### src/rtl/msg_uart_tx.sv
// msg_uart_tx: serialises the phone status and message/cost display as one
// 18-byte UART frame (8N1) whenever either input changes. A frame is
// 16 display characters followed by CR LF. Changes arriving while a frame is
// in flight are folded into a single follow-up frame.
module msg_uart_tx #(
    parameter int CLKS_PER_BIT = 868
) (
    input  logic        clk,
    input  logic        rst,
    input  logic [63:0] statusMsg,
    input  logic [63:0] sentMsg,
    output logic        tx,
    output logic        busy,
    output logic        frame_done,
    output logic [7:0]  frame_cnt
);

    localparam int                BAUD_W     = $clog2(CLKS_PER_BIT);
    localparam logic [BAUD_W-1:0] BAUD_LAST  = BAUD_W'(CLKS_PER_BIT - 1);
    localparam logic [63:0]       STATUS_RST = "IDLE    ";
    localparam logic [63:0]       SENT_RST   = {8{8'h20}};
    localparam logic [4:0]        LAST_BYTE  = 5'd17;

    typedef enum logic [2:0] {
        IDLE,
        LOAD,
        START,
        DATA,
        STOP
    } state_t;

    state_t              state_q;
    logic [63:0]         prev_status_q;
    logic [63:0]         prev_sent_q;
    logic                pending_q;
    logic                pending_d;
    logic                change;
    logic [127:0]        frame_q;
    logic [127:0]        frame_shifted;
    logic [7:0]          cur_byte;
    logic [4:0]          byte_idx_q;
    logic [2:0]          bit_cnt_q;
    logic [BAUD_W-1:0]   baud_q;
    logic                tx_q;
    logic                busy_q;
    logic                frame_done_q;
    logic [7:0]          frame_cnt_q;

    // Change detection: a newly seen change always re-arms pending, even in
    // the LOAD cycle that would otherwise clear it, so no update is lost.
    always_comb begin
        change    = (statusMsg != prev_status_q) || (sentMsg != prev_sent_q);
        pending_d = pending_q;
        if (state_q == LOAD) begin
            pending_d = 1'b0;
        end
        if (change) begin
            pending_d = 1'b1;
        end
    end

    // Byte currently on the wire: 16 buffered characters, then CR, then LF.
    always_comb begin
        frame_shifted = frame_q << {byte_idx_q, 3'b000};
        cur_byte      = frame_shifted[127:120];
        if (byte_idx_q == 5'd16) begin
            cur_byte = 8'h0D;
        end else if (byte_idx_q == LAST_BYTE) begin
            cur_byte = 8'h0A;
        end
    end

    // Track the previous input values and the pending-frame flag.
    always_ff @(posedge clk or posedge rst) begin
        if (rst) begin
            prev_status_q <= STATUS_RST;
            prev_sent_q   <= SENT_RST;
            pending_q     <= 1'b1;
        end else begin
            prev_status_q <= statusMsg;
            prev_sent_q   <= sentMsg;
            pending_q     <= pending_d;
        end
    end

    // Transmit FSM: snapshot, then start/data/stop per byte, bytes back-to-back.
    always_ff @(posedge clk or posedge rst) begin
        if (rst) begin
            state_q      <= IDLE;
            frame_q      <= '0;
            byte_idx_q   <= '0;
            bit_cnt_q    <= '0;
            baud_q       <= '0;
            tx_q         <= 1'b1;
            busy_q       <= 1'b0;
            frame_done_q <= 1'b0;
            frame_cnt_q  <= '0;
        end else begin
            frame_done_q <= 1'b0;
            case (state_q)
                IDLE: begin
                    tx_q <= 1'b1;
                    if (pending_q) begin
                        state_q <= LOAD;
                        busy_q  <= 1'b1;
                    end
                end
                LOAD: begin
                    frame_q    <= {statusMsg, sentMsg};
                    byte_idx_q <= '0;
                    bit_cnt_q  <= '0;
                    baud_q     <= '0;
                    tx_q       <= 1'b0;
                    state_q    <= START;
                end
                START: begin
                    if (baud_q == BAUD_LAST) begin
                        baud_q    <= '0;
                        bit_cnt_q <= '0;
                        tx_q      <= cur_byte[0];
                        state_q   <= DATA;
                    end else begin
                        baud_q <= baud_q + BAUD_W'(1);
                    end
                end
                DATA: begin
                    if (baud_q == BAUD_LAST) begin
                        baud_q <= '0;
                        if (bit_cnt_q == 3'd7) begin
                            tx_q    <= 1'b1;
                            state_q <= STOP;
                        end else begin
                            bit_cnt_q <= bit_cnt_q + 3'd1;
                            tx_q      <= cur_byte[3'(bit_cnt_q + 3'd1)];
                        end
                    end else begin
                        baud_q <= baud_q + BAUD_W'(1);
                    end
                end
                STOP: begin
                    if (baud_q == BAUD_LAST) begin
                        baud_q <= '0;
                        if (byte_idx_q == LAST_BYTE) begin
                            byte_idx_q   <= '0;
                            state_q      <= IDLE;
                            busy_q       <= 1'b0;
                            frame_done_q <= 1'b1;
                            frame_cnt_q  <= frame_cnt_q + 8'd1;
                        end else begin
                            byte_idx_q <= byte_idx_q + 5'd1;
                            tx_q       <= 1'b0;
                            state_q    <= START;
                        end
                    end else begin
                        baud_q <= baud_q + BAUD_W'(1);
                    end
                end
                default: begin
                    state_q <= IDLE;
                    busy_q  <= 1'b0;
                    tx_q    <= 1'b1;
                end
            endcase
        end
    end

    assign tx         = tx_q;
    assign busy       = busy_q;
    assign frame_done = frame_done_q;
    assign frame_cnt  = frame_cnt_q;

endmodule

### config.mk
export PLATFORM = sky130hd
export DESIGN_NAME = msg_uart_tx
export DESIGN_NICKNAME = d
export VERILOG_FILES = /design/src/rtl/msg_uart_tx.sv
export SDC_FILE = /design/constraint.sdc
export NUM_CORES = 1
export LEC_CHECK = 0
export ABC_AREA = 1
export ABC_CLOCK_PERIOD_IN_PS = 8800
export CAP_MARGIN = 20
export CORE_UTILIZATION = 40
export CTS_BUF_LIST = sky130_fd_sc_hd__clkbuf_8
export DETAILED_ROUTE_END_ITERATION = 10
export PLACE_DENSITY = 0.64
export SKIP_CTS_REPAIR_TIMING = 1
export SLEW_MARGIN = 20
export SYNTH_ARGS = -nofsm -noshare
export SYNTH_HDL_FRONTEND = slang
export SYNTH_SLANG_ARGS = --single-unit
export TNS_END_PERCENT = 100
### constraint.sdc
create_clock -name clk -period 8.8 [get_ports clk]
set_input_delay 0.88 -clock clk [delete_from_list [all_inputs] [get_ports clk]]
set_output_delay 0.88 -clock clk [all_outputs]
set_load 0.005 [all_outputs]
# Word level (Yosys, flattened, before mapping)
# Cells that the tools add are included.
# totals
output_inout_bits,11
register_bits,289
in_bits,130
elab_cells,86
# classes
eq_ne,18
magnitude_cmp,1
n_addsub,4
n_reduce_logical,14
muxes,35
n_bitwise,1
shifts,1
# ops
cell,n
!= test 64 bit,2
left shift 128 x 8 -> 128 bit,1
2-to-1 mux 3 bit,8
case mux 10 bit (2 select lines),1
2-to-1 mux 8 bit,2
"!= test 2 bit, second input constant",8
case mux 3 bit (5 select lines),1
2-to-1 mux 1 bit,14
AND reduction 4 bit,3
"adder 10 x 1 -> 10 bit, second input constant",1
"== test 10 bit, second input constant",1
"== test 5 bit, second input constant",2
2-to-1 mux 10 bit,1
2-to-1 mux 5 bit,2
case mux 5 bit (2 select lines),1
case mux 3 bit (3 select lines),1
"adder 8 x 1 -> 8 bit, second input constant",1
"== test 3 x 2 -> 1 bit, second input constant",2
"== test 3 bit, second input constant",2
nonzero test 2 bit,3
OR reduction 3 bit,2
"adder 5 x 1 -> 5 bit, second input constant",1
AND reduction 5 bit,1
"less-than comparator 3 x 4 -> 1 bit, second input constant",1
other kinds (12),12

# Longest topological paths before layout
# logic_depth
word_depth,8
mapped_depth,18
ltp_nobuf,16

# Least setup slack after synthesis
# Ideal clock, no wire load.
# synth_path
path_kind,input to register
startpoint,in sentMsg[8]
endpoint,reg pending_q
path_buffers,0
required_ps,8713
stages,8
slack_ps,7008
arrival_time_ps,1704
setup_ps,87
path_cell_list,inv_1 > nor2_1 > nor4_1 > nand3_1 > nor4_1 > nand3_1 > nor2_1 > o21ai_0
# synth_via
elab_chain_len,3
elab_cells_between_ends,4
classes_between,eq/ne: 1; mux: 1; reduce/logical: 2
# synth_lines
item,line_no,rtl
"start, declared",11,"input logic [63:0] sentMsg,"
!= test 64 bit (*),52,change = (statusMsg != prev_status_q) || (sentMsg != prev_sent_q);
logical OR 1 bit (*),52,
2-to-1 mux 1 bit / nonzero test 2 bit (equally long branches),--,
"end signal, assigned",82,pending_q <= pending_d;
"end, declared",35,logic pending_q;
# Every way passes the cells marked *; elsewhere a longest branch is shown, timed or not.
# A chain may end at the register's enable or synchronous reset.

# Final worst setup path
# layout_path
startpoint,reg state_q[2]
endpoint,reg frame_q[124]
# layout_via
elab_chain_len,1
# layout_lines
item,line_no,rtl
"start, declared",32,state_t state_q;
"start signal, assigned",89,state_q <= IDLE;
"start signal, assigned",104,state_q <= LOAD;
"start signal, assigned",114,state_q <= START;
== test 3 x 1 -> 1 bit,100,case (state_q)
"end signal, assigned",109,"frame_q <= {statusMsg, sentMsg};"
"end, declared",38,logic [127:0] frame_q;
# Every way passes these cells.

==> impl_results.md <==
* Worst VDD drop at 0.113 mV
* Worst Path Arrival at 3200 ps
* Clock Sinks at 289
* Cell count after synthesis at 1,385
* Routability cong. at 0.814
* Dominant cell type by area after synthesis: dfrtp_1
* Synthesis warning total at 0
* DP Worst Slack at 5740 ps
* Count of port buffers added during placement at 140
* Inserted Diodes at 0
* Worst skew pair latency at 590 ps
* Mapped Area at 0.0126 mm2
* Worst-Margin Slew at 1110 ps
* Max Cap Viol at 0
* Initial DRC Count at 713
* Hold WC Path Type: reg -> reg
* Async SR Flop Fraction at 100%
* WP data required at 9310 ps
* Vias in the first global route at 9,646
* Final-report hold violation count at 0
* ANT nets after route at 0
* Metal2 WL at 13,600 um
* Die ar. at 0.0323 mm2
* Syn_nets at 1,522
* Largest net degree at the start of global routing at 158
* First-pass GRT wire length at 49,600 um
* H-tree depth at 2
* Synth top area cells: dfrtp_1 (52%), nand2_1 (13%), xnor2_1 (7.8%)
* Post-synthesis mux area share at 0%
* Num CTS Buffers at 49
* Count of flip-flops with a built-in enable after synthesis at 0
* Post-DR wirelength/cell at 15.1 um
* CTS tree: done
* Final Setup Violations at 0
* Dpl hpwl at 20,000 um
* FMAX at 0.372 GHz
* Status: finished, violations left
* Worst-path fanout max at 110
* Top Ports at 141
* Clock skew at 43.2 ps
* # DRC at 9
* Wire length on met1 at 13,900 um
* Type of origin of the critical path: register
* Synth Area in Adders at 0.693%
* Worst Path Class, Setup: reg -> reg
* Synth cell count leaders: nand2_1 (435), dfrtp_1 (264), inv_1 (113)
* Total congestion overflow at 0
* Crit share post-route at 30.6%
* Top FF cell, synth: dfrtp_1
* Critical path capture point type: register
* Die height at 180 um
* Fin crit period at 2690 ps
* Initial core utilization at 41.0%
* Via density at 4.84
* Die width at 180 um
* Sequential area share after synthesis at 57.5%
* Total negative setup slack at 0 ps
* Cell Rows at 64
* Core area at 0.0308 mm2
* Post-Synth XOR/XNOR Area at 8.87%
* Highest routed layer: met4
* Worst slew margin at 25.7%
* Synth Area in Simple Gates at 21.5%
* Top-count cell post-synth: nand2_1
* Tot GR Track Use at 18.9%
* Layout Nets at 1,670
* Yosys reg bits at 289
* Share of cells above drive strength 1 at 8.52%
* Pins Over Slew Limit at 0
* Worst-path clk slew at 60 ps
* Failing checks: design-rule violations
* Avg Inst Size Synth at 9.13 um2
* Reg2reg path depth at 5
* RSZ-0062 raised after global routing: no
* Top-area cell type share of the netlist area at 52.3%
* Synth Area in Compound Gates at 5.81%
* Hold depth at 2
* Clock buffer depth at 3
* WL met3 at 1460 um
* Netlist cell types at 35
* Setup WS post-layout at 6110 ps
* Initial antenna violation count at 0
* P_leak at 7.03 nW
* Final core utilization at 50.1%
* DRT Wirelength at 29,800 um
* Layout area overhead at 22.2%
* P per Cell Area at 190 mW/mm2
* Largest family of logic cells by synthesized area: simple AND/OR/NAND/NOR gates
* DR pass1 iterations at 8
* Via count at 9,537
* Root buf cell: clkbuf_8
* Pwr Total at 2.93 mW
path summary, 6_finish.rpt:
check | from | end | slack (ps)
max | state_q[2] | frame_q[124] | 6110
min | frame_q[6] | frame_q[6] | 460
max reg2reg | state_q[2] | frame_q[124] | 6110
min reg2reg | frame_q[6] | frame_q[6] | 460
max in group asynchronous | rst | prev_sent_q[24] | 6410
min in group asynchronous | rst | prev_status_q[61] | 890
area by class of cell:
cell class,instances,area [um2]
Sequential cell,289,7260
Multi-Input combinational cell,928,4670
Fill cell,2873,15400
Inverter,117,445
Timing Repair Buffer,148,1470
Clock inverter,20,121
Clock buffer,71,977
Tap cell,396,495
through the flow:
| step | std cells | hold slack (ps) | instance area, um2 |
|---|---|---|---|
| after floorplan | 1385 | 437 | 12600 |
| after global placement | 1878 | 448 | 14300 |
| after detailed placement | 1878 | 453 | 14300 |
| after CTS | 1969 | 468 | 15400 |
| after global routing | 1969 | 484 | 15400 |
| final | 1969 | 465 | 15400 |
cells by family (layout without fill, tap and decap cells):
group,count (synthesis),count (layout)
DFF,289,289
xor gates and xnor gates,128,128
and+or+nand+nor,655,655
buffers and inverters,168,356
adders and majority gates,7,7
AOI/OAI and AO/OA,138,138
report_power, final:
group	internal, mW	total (mW)	switching (mW)
Sequential	1.39	1.42	0.0251
Combinational	0.109	0.219	0.109
Clock	0.744	1.29	0.546
registers in the layout (all words and copies together), names as in the netlist, 3 cells and up:
signal / flops
frame_q: 128
baud_q: 10
state_q: 3
prev_sent_q: 64
byte_idx_q: 5
frame_cnt: 8
bit_cnt_q: 3
prev_status_q: 64
placed cells by master (no fill, tap or decap), drive strengths merged:
cell type,n
nand2,438
dfrtp,264
clkdlybuf4s50,140
inv,129
xnor2,112
o21ai,104
nor2,84
nand3,75
clkbuf,71
nand4,30
dfstp,25
a21oi,19
xor2,16
nor3,13
nor4,10
buf,8
o211ai,7
ha,7
or2,5
clkinv,5
o2111ai,3
clkinvlp,2
o21a,1
o31ai,1
a21boi,1
o22ai,1
a22oi,1
bufinv,1
critical path, cell delays in order, from the launching register on:
cell	delay (ps)
dfrtp_1	460
nor3_4	220
buf_4	600
buf_4	890
nand2_1	200
nand2_1	140
per-layer routing:
metal | global-route usage [%] | vias up
met1 | 26.2 | 4536
met3 | 3.36 | 67
li1 | - | 4678
met4 | 6.59 | 0
met5 | 0 | -
met2 | 29.8 | 256
Power figures use the tool's default switching activity.
